$ cat src/rtl/uart_pkg.sv
// rtl/uart_pkg.sv - shared UART types and constants
package uart_pkg;

    localparam int DATA_WIDTH = 8;
    localparam int PRESCALE_W = 6;

    // Parity type encodings shared with the transmitter
    localparam logic PAR_EVEN = 1'b0;
    localparam logic PAR_ODD  = 1'b1;

    typedef enum logic [2:0] {
        IDLE,
        START,
        DATA,
        PARITY,
        STOP
    } rx_state_e;

endpackage

$ cat src/rtl/rx_data_sampler.sv
// rtl/rx_data_sampler.sv - per-bit edge counter with 3-sample majority vote
module rx_data_sampler
    import uart_pkg::*;
(
    input  logic                  clk,
    input  logic                  reset,
    input  logic                  start,
    input  logic                  active,
    input  logic                  rx,
    input  logic [PRESCALE_W-1:0] prescale,
    output logic                  sampled_bit,
    output logic                  sample_done,
    output logic                  bit_done
);

    localparam logic [PRESCALE_W-1:0] ONE = PRESCALE_W'(1);

    logic [PRESCALE_W-1:0] edge_cnt;
    logic [PRESCALE_W-1:0] half;
    logic [2:0]            samples;

    assign half        = prescale >> 1;
    assign sampled_bit = (samples[0] & samples[1]) |
                         (samples[0] & samples[2]) |
                         (samples[1] & samples[2]);

    // The start cycle is edge 0, so the counter resumes at 1 on the next edge
    always_ff @(posedge clk or negedge reset) begin
        if (!reset) begin
            edge_cnt    <= '0;
            samples     <= '0;
            sample_done <= 1'b0;
            bit_done    <= 1'b0;
        end else begin
            sample_done <= 1'b0;
            bit_done    <= 1'b0;
            if (start) begin
                edge_cnt <= ONE;
            end else if (active) begin
                edge_cnt <= (edge_cnt == prescale - ONE) ? '0 : edge_cnt + ONE;
                if (edge_cnt == half - ONE) samples[0] <= rx;
                if (edge_cnt == half)       samples[1] <= rx;
                if (edge_cnt == half + ONE) begin
                    samples[2]  <= rx;
                    sample_done <= 1'b1;
                end
                if (edge_cnt == prescale - ONE) bit_done <= 1'b1;
            end else begin
                edge_cnt <= '0;
            end
        end
    end

endmodule

$ cat src/rtl/uart_rx.sv
// rtl/uart_rx.sv - oversampling UART receiver: FSM, deserializer, parity/stop checks
module uart_rx
    import uart_pkg::*;
(
    input  logic                  clk,
    input  logic                  reset,
    input  logic                  RX_IN,
    input  logic [PRESCALE_W-1:0] Prescale,
    input  logic                  PAR_EN,
    input  logic                  PAR_TYP,
    output logic [DATA_WIDTH-1:0] P_DATA,
    output logic                  Data_Valid,
    output logic                  par_err,
    output logic                  stp_err
);

    localparam int                BC_W     = $clog2(DATA_WIDTH);
    localparam logic [BC_W-1:0]   BC_ONE   = BC_W'(1);
    localparam logic [BC_W-1:0]   BC_LAST  = BC_W'(DATA_WIDTH - 1);

    rx_state_e             state;
    logic [DATA_WIDTH-1:0] shift_reg;
    logic [BC_W-1:0]       bit_cnt;
    logic [PRESCALE_W-1:0] prescale_lat;
    logic                  par_en_lat;
    logic                  par_typ_lat;
    logic                  par_bad;
    logic                  start;
    logic                  active;
    logic                  sampled_bit;
    logic                  sample_done;
    logic                  bit_done;
    logic                  parity_exp;

    assign start      = (state == IDLE) && !RX_IN;
    assign active     = (state != IDLE);
    assign parity_exp = (^shift_reg) ^ (par_typ_lat == PAR_ODD);

    rx_data_sampler u_sampler (
        .clk         (clk),
        .reset       (reset),
        .start       (start),
        .active      (active),
        .rx          (RX_IN),
        .prescale    (prescale_lat),
        .sampled_bit (sampled_bit),
        .sample_done (sample_done),
        .bit_done    (bit_done)
    );

    always_ff @(posedge clk or negedge reset) begin
        if (!reset) begin
            state        <= IDLE;
            shift_reg    <= '0;
            bit_cnt      <= '0;
            prescale_lat <= '0;
            par_en_lat   <= 1'b0;
            par_typ_lat  <= 1'b0;
            par_bad      <= 1'b0;
            P_DATA       <= '0;
            Data_Valid   <= 1'b0;
            par_err      <= 1'b0;
            stp_err      <= 1'b0;
        end else begin
            Data_Valid <= 1'b0;
            par_err    <= 1'b0;
            stp_err    <= 1'b0;
            case (state)
                IDLE: begin
                    if (!RX_IN) begin
                        state        <= START;
                        prescale_lat <= Prescale;
                        par_en_lat   <= PAR_EN;
                        par_typ_lat  <= PAR_TYP;
                        bit_cnt      <= '0;
                        par_bad      <= 1'b0;
                    end
                end
                START: begin
                    if (sample_done && sampled_bit) state <= IDLE;
                    else if (bit_done)              state <= DATA;
                end
                DATA: begin
                    if (sample_done) shift_reg <= {sampled_bit, shift_reg[DATA_WIDTH-1:1]};
                    if (bit_done) begin
                        bit_cnt <= bit_cnt + BC_ONE;
                        if (bit_cnt == BC_LAST) state <= par_en_lat ? PARITY : STOP;
                    end
                end
                PARITY: begin
                    if (sample_done && (sampled_bit != parity_exp)) begin
                        par_err <= 1'b1;
                        par_bad <= 1'b1;
                    end
                    if (bit_done) state <= STOP;
                end
                STOP: begin
                    // Decide at mid-bit and leave; the tail of the stop bit absorbs drift
                    if (sample_done) begin
                        if (!sampled_bit) begin
                            stp_err <= 1'b1;
                        end else if (!par_bad) begin
                            P_DATA     <= shift_reg;
                            Data_Valid <= 1'b1;
                        end
                        state <= IDLE;
                    end
                end
                default: state <= IDLE;
            endcase
        end
    end

endmodule

$ cat config.mk
export PLATFORM = sky130hd
export DESIGN_NAME = uart_rx
export DESIGN_NICKNAME = d
export VERILOG_FILES = /design/src/rtl/uart_pkg.sv /design/src/rtl/rx_data_sampler.sv /design/src/rtl/uart_rx.sv
export SDC_FILE = /design/constraint.sdc
export NUM_CORES = 1
export LEC_CHECK = 0
export CAP_MARGIN = 20
export CORE_MARGIN = 4
export CORE_UTILIZATION = 25
export CTS_CLUSTER_DIAMETER = 40
export DETAILED_ROUTE_END_ITERATION = 7
export SYNTH_ARGS = -nofsm -noshare
export SYNTH_HDL_FRONTEND = slang
export SYNTH_HIERARCHICAL = 1
export SYNTH_SLANG_ARGS = --single-unit
$ cat constraint.sdc
create_clock -name clk -period 2.7 [get_ports clk]
set_input_delay 0.54 -clock clk [delete_from_list [all_inputs] [get_ports clk]]
set_output_delay 0.54 -clock clk [all_outputs]
set_load 0.005 [all_outputs]
==> results of run 1 <==
-- logic make-up after synthesis --
family                   Yosys count  synth area share [%]
buffers and inverters             24                  4.84
flip-flops                        45                  45.4
multiplexers                      27                  13.6
XOR/XNOR                          29                  10.8
AO/OA/AOI/OAI                     28                  8.37
adder cells (fa/ha/maj)            8                  3.93
AND/OR/NAND/NOR                   62                  13.1
-- synth_stat cells, types with 2 or more instances --
master	count
a21boi_1	2
a21oi_1	3
buf_2	2
buf_4	3
buf_6	2
clkbuf_1	3
dfrtp_1	45
ha_1	7
inv_1	11
mux2_1	2
mux2_2	16
mux2_4	9
nand2_1	9
nand2b_1	2
nand3_1	13
nand4_1	2
nor2_1	17
nor2b_1	3
nor3_1	5
o211ai_1	3
o21a_1	2
o21ai_0	8
o311ai_1	2
xnor2_1	24
xor2_1	4
-- metal layers --
layer | track usage [%] | vias to the layer above | routed length, µm
met3 | 2.22 | 2 | 144
met5 | 0 | - | 0
met4 | 1.62 | 0 | 11
li1 | - | 817 | -
met1 | 11.8 | 805 | 2290
met2 | 14.3 | 18 | 2160
-- power by group through the flow --
stage                     Clock [mW]  Sequential [mW]  Combinational (mW)
after floorplan                    0            0.951                1.04
after global placement             0             1.06                1.17
after detailed placement           0             1.07                1.19
after CTS                      0.521             1.05                1.20
after global routing           0.547             1.09                1.35
final                          0.500             1.05                1.20
-- final timing paths --
path / start / to / depth (start not counted)
min in group clk: u_sampler/samples[1]$_DFFE_PN0P_ / u_sampler/samples[1]$_DFFE_PN0P_ / 1
min: reset / state[0]$_DFFE_PN0P_ / 2
min reg2reg: u_sampler/samples[1]$_DFFE_PN0P_ / u_sampler/samples[1]$_DFFE_PN0P_ / 1
max: RX_IN / u_sampler/samples[0]$_DFFE_PN0P_ / 7
max in group asynchronous: reset / u_sampler/edge_cnt[2]$_DFF_PN0_ / 2
max reg2reg: prescale_lat[1]$_DFFE_PN0P_ / u_sampler/samples[0]$_DFFE_PN0P_ / 6
-- metrics by stage --
step	total power [mW]	cells	hold WS (ns)
3_5_place_dp	2.26	373	0.486
6_report	2.75	381	0.322
5_1_grt	2.98	381	0.373
2_1_floorplan	1.99	223	0.244
3_3_place_gp	2.23	373	0.484
4_1_cts	2.78	381	0.348
-- cell type report --
class	count	area, µm²
Timing Repair Buffer	28	258
Tap cell	133	166
Clock inverter	2	38.8
Sequential cell	45	1130
Fill cell	1025	6780
Multi-Input combinational cell	154	1240
Inverter	13	50.0
Clock buffer	6	72.6
-- cell usage in the layout (no fill, tap or decap), types with 5 or more instances in the layout --
cell / n
o21ai_0: 8
dfrtp_1: 45
nand2_1: 9
inv_1: 11
clkdlybuf4s50_1: 20
mux2_2: 16
nor2_1: 17
buf_4: 7
clkbuf_8: 5
xnor2_1: 24
nor3_1: 5
ha_1: 7
nand3_1: 13
mux2_4: 9
==> results.json, run 1 <==
{
  "outcome": "finished, final reports clean",
  "drive_above_1_share_pct": 19.0,
  "stdcell_area_um2": 2950,
  "crit_type": "input port to flop",
  "fin_crit_sh_pct": 87.9,
  "wirelength_mm": 4.60,
  "cts_buffers": 5,
  "syn_area_per_cell_um2": 11.1,
  "p_comb_share_pct": 43.5,
  "finalHoldViolCount": 0,
  "rows": 36,
  "vias": 1642,
  "grt_util_all_layers_pct": 8.75,
  "yosysSeqAreaShare_pct": 45.4,
  "dpl.hpwl_mm": 3.46,
  "end_kind": "flop",
  "grt_start_max_net_pins": 46,
  "cts.hold.buffers_added": 0,
  "intPower_mw": 1.69,
  "fin_setup_tns_ns": 0,
  "cts_setup_buffers": 0,
  "placed_cell_area_um2": 2840,
  "arrival_ns": 2.56,
  "yosys_warnings": 6,
  "maxCapViolations": 0,
  "synth_edf_count": 0,
  "cts_max_level": 2,
  "fmax_ghz": 0.421,
  "antenna_found_initial": 0,
  "drc": 0,
  "cellPowerDensity_nw_per_um2": 932,
  "timing.slew.headroom_pct": 62.3,
  "fin_skew_ns": 0.0105,
  "worst_pin_slew_ns": 0.565,
  "setup_viol": 0,
  "syn_area_um2": 2480,
  "critPathMaxStageDelay_ns": 0.48,
  "p_clk_share_pct": 18.2,
  "gp_congestion": 0.827,
  "p_sw_mw": 1.05,
  "syn_nets": 241,
  "place_ws_ns": 0.0390,
  "final_util_pct": 30.3,
  "synthCells": 223,
  "maxSlewViolCount": 0,
  "core_um2": 9730,
  "critPathBufInv": 1,
  "crit_path_start_kind": "input port",
  "synth.largest_area_cell": "dfrtp_1",
  "synthFlopType": "dfrtp_1",
  "cts.clk_slew.worst_paths_ns": 0.09,
  "nNetsFinal": 265,
  "ant_nets": 0,
  "period_minus_slack_ns": 2.37,
  "netlist.area_leader.share_pct": 45.4,
  "hp-class": "input port to asynchronous set/reset pin",
  "sw_frac_of_total_pct": 38.3,
  "grt_pass1_vias": 1757,
  "drt_iter0_markers": 73,
  "diodes": 0,
  "crit_family": "simple AND/OR/NAND/NOR gates",
  "clk_latency_ns": 0.29,
  "cpMaxStageDelayCell": "clkdlybuf4s50_1",
  "cts-root-buf": "clkbuf_8",
  "clock-sinks": 45,
  "ctsResizeCount": 0,
  "die_h_um": 108,
  "rsz0062_at_grt": "false",
  "ys_top_cells_by_area": "dfrtp_1 (45%), xnor2_1 (8.5%), mux2_2 (7.3%)",
  "p_leak_nw": 1.27,
  "firstDrtPassIters": 6,
  "path_max_fanout": 2,
  "setup_slack_ns": 0.325,
  "ys_seq_elements": 45,
  "synth_cell_type_count": 49,
  "wl_per_cell_um": 12.1,
  "syn_to_final_growth_pct": 18.8,
  "async_flop_share_pct": 100,
  "cts_tree": "yes",
  "fp.dieArea_um2": 11600,
  "io_buffers": 21,
  "seqPwrFrac_pct": 38.3,
  "initial_utilization_pct": 25.5,
  "vdd_drop_max_v": 0.000299,
  "worst_ep_required_time_ns": 2.88,
  "grt_pass1_wl_mm": 8.31,
  "chipWidth_um": 108,
  "viasPerCell": 4.31,
  "path_cells": "clkdlybuf4s50_1 -> or2_1 -> nor3_2 -> nand2b_1 -> or3_1 -> a2111oi_0 -> mux2_1",
  "reg2reg_slack_ns": 0.34,
  "clk_path_buf_depth": 2,
  "ios": 22,
  "gr-total-overflow": 0
}
No activity file was read; power rests on OpenSTA's default activity.
==> run 2, diff against run 1 <==
Settings changed: RECOVER_POWER set to 50.
==> results.json, run 2 (synthesis results as in run 1) <==
{
  "crit_type": "input port to flop",
  "syn_to_final_growth_pct": 18.5,
  "chipWidth_um": 108,
  "drt_iter0_markers": 73,
  "cts_max_level": 2,
  "gr-total-overflow": 0,
  "antenna_found_initial": 0,
  "cts_setup_buffers": 0,
  "p_leak_nw": 1.27,
  "ctsResizeCount": 0,
  "diodes": 0,
  "cts_buffers": 5,
  "end_kind": "flop",
  "grt_pass1_wl_mm": 8.31,
  "fin_crit_sh_pct": 87.8,
  "cpMaxStageDelayCell": "clkdlybuf4s50_1",
  "grt_use_met1_pct": 11.8,
  "cts_tree": "yes",
  "timing.slew.headroom_pct": 26.4,
  "rows": 36,
  "fin_setup_tns_ns": 0,
  "maxSlewViolCount": 0,
  "power_mw": 2.74,
  "fillers": 1024,
  "final_cell_mix": "dfrtp_1 (45), xnor2_1 (24), clkdlybuf4s50_1 (19)",
  "gp_congestion": 0.827,
  "path_max_fanout": 2,
  "vias": 1641,
  "crit_path_start_kind": "input port",
  "place_inst": 373,
  "clk_latency_ns": 0.29,
  "maxCapViolations": 0,
  "period_minus_slack_ns": 2.37,
  "finalHoldViolCount": 0,
  "ios": 22,
  "path_cells": "clkdlybuf4s50_1 -> or2_1 -> nor3_2 -> nand2b_1 -> or3_1 -> a2111oi_0 -> mux2_1",
  "wl_per_cell_um": 12.1,
  "ant_nets": 0,
  "io_buffers": 21,
  "drc": 0,
  "critPathBufInv": 1,
  "wirelength_mm": 4.61,
  "stdcell_count": 381,
  "grt.met3_usage_pct": 2.22,
  "drive_above_1_share_pct": 18.5,
  "grt_busiest_layer": "met2",
  "die_h_um": 108,
  "cts-root-buf": "clkbuf_8",
  "fmax_ghz": 0.422,
  "cellPowerDensity_nw_per_um2": 932,
  "clk_path_buf_depth": 2,
  "initial_utilization_pct": 25.5,
  "clock-sinks": 45,
  "critPathMaxStageDelay_ns": 0.48,
  "dpl.hpwl_mm": 3.46,
  "setup_viol": 0,
  "vdd_drop_max_v": 0.000298,
  "grt_pass1_vias": 1757,
  "worst_pin_slew_ns": 1.10,
  "arrival_ns": 2.55,
  "final_common_cell": "dfrtp_1",
  "outcome": "finished, final reports clean",
  "worst_ep_required_time_ns": 2.88,
  "fp.dieArea_um2": 11600,
  "grt_start_max_net_pins": 46,
  "nNetsFinal": 265,
  "fin_skew_ns": 0.0106,
  "hp-class": "flop to flop",
  "firstDrtPassIters": 4,
  "cts.hold.buffers_added": 0,
  "core_um2": 9730,
  "cts.clk_slew.worst_paths_ns": 0.09,
  "rsz0062_at_grt": "false",
  "viasPerCell": 4.31,
  "gr-usage-met2_pct": 14.3,
  "crit_family": "simple AND/OR/NAND/NOR gates",
  "grt_util_all_layers_pct": 8.75
}
## run 2: power breakdown
group          switching [mW]  total (mW)  internal (mW)  leakage (nW)
Sequential              0.230        1.05          0.823         0.600
Clock                   0.223       0.501          0.278        0.0554
Combinational           0.602        1.19          0.588         0.616
## run 2: layout make-up
cell class | instances | area [µm²] | share of cell area [%]
Multi-Input combinational cell | 154 | 1240 | 42.0
Sequential cell | 45 | 1130 | 38.3
Timing Repair Buffer | 28 | 251 | 8.55
Tap cell | 133 | 166 | 5.66
Clock buffer | 6 | 72.6 | 2.47
Inverter | 13 | 50.0 | 1.70
Clock inverter | 2 | 38.8 | 1.32
## run 2: metrics by stage
step / hold WS [ns] / util, % / instance area (µm²) / worst slack [ns]
floorplan: 0.244 / - / 2480 / 0.381
global placement: 0.484 / 29.2 / 2840 / 0.0649
detailed placement: 0.486 / 29.2 / 2840 / 0.0390
CTS: 0.348 / 30.3 / 2950 / 0.347
global route: 0.539 / 30.2 / 2940 / 0.0789
finish: 0.505 / 30.2 / 2940 / 0.330
## run 2: worst paths after layout
| check | to | from | cells after the start | slack, ns |
|---|---|---|---|---|
| min in group asynchronous | state[0]$_DFFE_PN0P_ | reset | 2 | 0.53 |
| worst max-delay path | u_sampler/samples[0]$_DFFE_PN0P_ | RX_IN | 7 | 0.33 |
| max in group asynchronous | u_sampler/edge_cnt[2]$_DFF_PN0_ | reset | 2 | 1.49 |
| worst min-delay path | u_sampler/samples[1]$_DFFE_PN0P_ | u_sampler/samples[1]$_DFFE_PN0P_ | 1 | 0.51 |
| worst max register to register | u_sampler/samples[0]$_DFFE_PN0P_ | prescale_lat[1]$_DFFE_PN0P_ | 6 | 0.34 |
| worst min register to register | u_sampler/samples[1]$_DFFE_PN0P_ | u_sampler/samples[1]$_DFFE_PN0P_ | 1 | 0.51 |
## run 2: metal layers
layer / part of all wire, % / routed length (µm)
met1: 50 / 2290
met2: 47 / 2160
met4: 0.24 / 11
met5: 0 / 0
met3: 3.2 / 147
==> run 3, diff against run 2 <==
Settings changed: ABC_AREA set to 1, CORE_UTILIZATION 25 to 58, PLACE_DENSITY set to 0.8.
==> results.json, run 3 <==
{
  "cts_buffers": 5,
  "worst_pin_slew_ns": 1.05,
  "period_minus_slack_ns": 2.06,
  "ant_nets": 0,
  "multi_input_area_um2": 1280,
  "yosysMostFrequentCell": "nand2_1",
  "drc": 0,
  "ctsResizeCount": 0,
  "maxSlewViolCount": 0,
  "syn_area_per_cell_um2": 7.78,
  "antenna_found_initial": 0,
  "crit_path_start_kind": "flop",
  "grt_pass1_vias": 2004,
  "wl_per_cell_um": 12.3,
  "cts.hold.buffers_added": 0,
  "cellPowerDensity_nw_per_um2": 974,
  "cts_setup_buffers": 0,
  "core_um2": 4380,
  "wirelength_mm": 5.14,
  "holdWs_ns": 0.417,
  "ios": 22,
  "syn_to_final_growth_pct": 11.4,
  "reg2reg_to": "u_sampler/samples[2]$_DFFE_PN0P_",
  "critPathMaxStageDelay_ns": 0.43,
  "critical_path.most_common_cell": "nand2_1",
  "end_kind": "flop",
  "final_common_cell": "nand2_1",
  "syn_nets": 358,
  "placed_cell_area_um2": 2880,
  "fin_setup_tns_ns": 0,
  "syn_area_um2": 2650,
  "io_buffers": 21,
  "cpMaxStageDelayCell": "dfrtp_1",
  "outcome": "finished, final reports clean",
  "cts-root-buf": "clkbuf_8",
  "reg2reg_slack_ns": 0.64,
  "final_util_pct": 67.2,
  "clk_latency_ns": 0.30,
  "arrival_ns": 2.29,
  "finalHoldViolCount": 0,
  "async_flop_share_pct": 100,
  "rsz0062_at_grt": "false",
  "rows": 24,
  "regArea_um2": 1130,
  "clk_path_buf_depth": 2,
  "gr-total-overflow": 0,
  "cts.clk_slew.worst_paths_ns": 0.08,
  "fillers": 385,
  "drive_above_1_share_pct": 13.5,
  "final_cell_mix": "nand2_1 (121), dfrtp_1 (45), inv_1 (36)",
  "synth_cell_type_count": 32,
  "cts_max_level": 2,
  "stdcell_area_um2": 2950,
  "viasPerCell": 5.21,
  "hp-class": "input port to asynchronous set/reset pin",
  "synth.largest_area_cell": "dfrtp_1",
  "initial_utilization_pct": 60.3,
  "vias": 2167,
  "fmax_ghz": 0.485,
  "ys_seq_elements": 45,
  "crit_end": "u_sampler/samples[2]$_DFFE_PN0P_",
  "place_inst": 409,
  "nNetsFinal": 382,
  "yosysSeqAreaShare_pct": 42.6,
  "setup_viol": 0,
  "synthCells": 340,
  "drt_iter0_markers": 121,
  "stdcell_count": 416,
  "ys_top_cells_by_area": "dfrtp_1 (43%), nand2_1 (17%), inv_1 (5.1%)",
  "fin_skew_ns": 0.00622,
  "gp_congestion": 0.912,
  "worstReg2RegStart": "state[2]$_DFFE_PN0P_",
  "chipWidth_um": 75.5,
  "clock-sinks": 45,
  "crit_type": "flop to flop",
  "path_cells": "nor3_2 -> inv_2 -> nor2_2 -> inv_1 -> nand2_1 -> nor2_2 -> nand2_1 -> nor2_1 -> nand3_1 -> nand2_1 -> nand2_1",
  "yosys_warnings": 6,
  "diodes": 0,
  "firstDrtPassIters": 4,
  "synth_edf_count": 0,
  "die_h_um": 75.5,
  "cp-startpoint": "state[2]$_DFFE_PN0P_",
  "cts_tree": "yes",
  "maxCapViolations": 0,
  "grt_start_max_net_pins": 46,
  "grt_pass1_wl_mm": 8.67,
  "timing.slew.headroom_pct": 29.8,
  "p_leak_nw": 1.49,
  "ff2ff_path_depth": 11,
  "synthFlopType": "dfrtp_1",
  "fin_crit_sh_pct": 76.3,
  "path_max_fanout": 11,
  "grt_util_all_layers_pct": 19.8,
  "vdd_drop_max_v": 0.000509,
  "dpl.hpwl_mm": 4.02,
  "fp.dieArea_um2": 5700,
  "netlist.area_leader.share_pct": 42.6,
  "yosys-top-cells-count": "nand2_1 (121), dfrtp_1 (45), inv_1 (36)",
  "worst_ep_required_time_ns": 2.93
}
-- run 3: cell count changes in the layout (fill, tap and decap cells not counted), moves of 4 or more --
cell     previous run  this run
nand2_1             9       121
inv_1              11        36
xnor2_1            24         6
inv_2               1        10
mux2_4              9         0
mux2_2             16         8
nand3_1            13        20
o21ai_2             0         7
nand2_2             0         6
buf_4               5         0
o21ai_0             8        13
nor2_2              0         4
-- run 3: logic make-up after synthesis --
family / after synthesis / share of synthesized area [%]
adder cells (fa/ha/maj): 8 / 3.69
AO/OA/AOI/OAI: 27 / 6.20
flip-flops: 45 / 42.6
AND/OR/NAND/NOR: 188 / 31.6
buffers and inverters: 51 / 8.18
multiplexers: 8 / 3.41
XOR/XNOR: 13 / 4.30
-- run 3: worst max-delay path, delay by kind of cell, from the launching register on --
family | cells | cell delay [ns]
simple gates | 9 | 1.36
flops | 1 | 0.43
buf+inv | 2 | 0.22
-- run 3: routing by layer --
metal / vias to the layer above / global-route usage, % / share of wire (%)
li1: 1112 / - / -
met1: 998 / 25.0 / 44
met2: 48 / 33.9 / 50
met3: 9 / 4.35 / 4.4
met4: 0 / 6.21 / 1.1
met5: - / 0 / 0
-- run 3: per-stage QoR --
stage | total power, mW | worst slack (ns)
6_report | 2.87 | 0.640
5_1_grt | 3.14 | 0.473
4_1_cts | 2.89 | 0.597
3_5_place_dp | 2.47 | 0.395
3_3_place_gp | 2.41 | 0.526
2_1_floorplan | 2.17 | 1.11
-- run 3: worst min path at each step --
stage | endpoint
after CTS | P_DATA[2]$_DFFE_PN0P_
after floorplan | Data_Valid$_DFF_PN0_
final | P_DATA[2]$_DFFE_PN0P_
after global placement | P_DATA[0]$_DFFE_PN0P_
after detailed placement | P_DATA[0]$_DFFE_PN0P_
after global routing | P_DATA[0]$_DFFE_PN0P_
-- run 3: final cells by class --
class / count / area share (%)
Inverter: 47 / 6.15
Tap cell: 52 / 2.21
Timing Repair Buffer: 21 / 6.96
Multi-Input combinational cell: 244 / 43.4
Clock buffer: 6 / 2.80
Clock inverter: 1 / 0.255
Sequential cell: 45 / 38.2
-- run 3: where the power goes --
part / leakage, nW / switching (mW) / internal (mW)
Sequential: 0.597 / 0.228 / 0.834
Clock: 0.0433 / 0.220 / 0.202
Combinational: 0.850 / 0.851 / 0.535
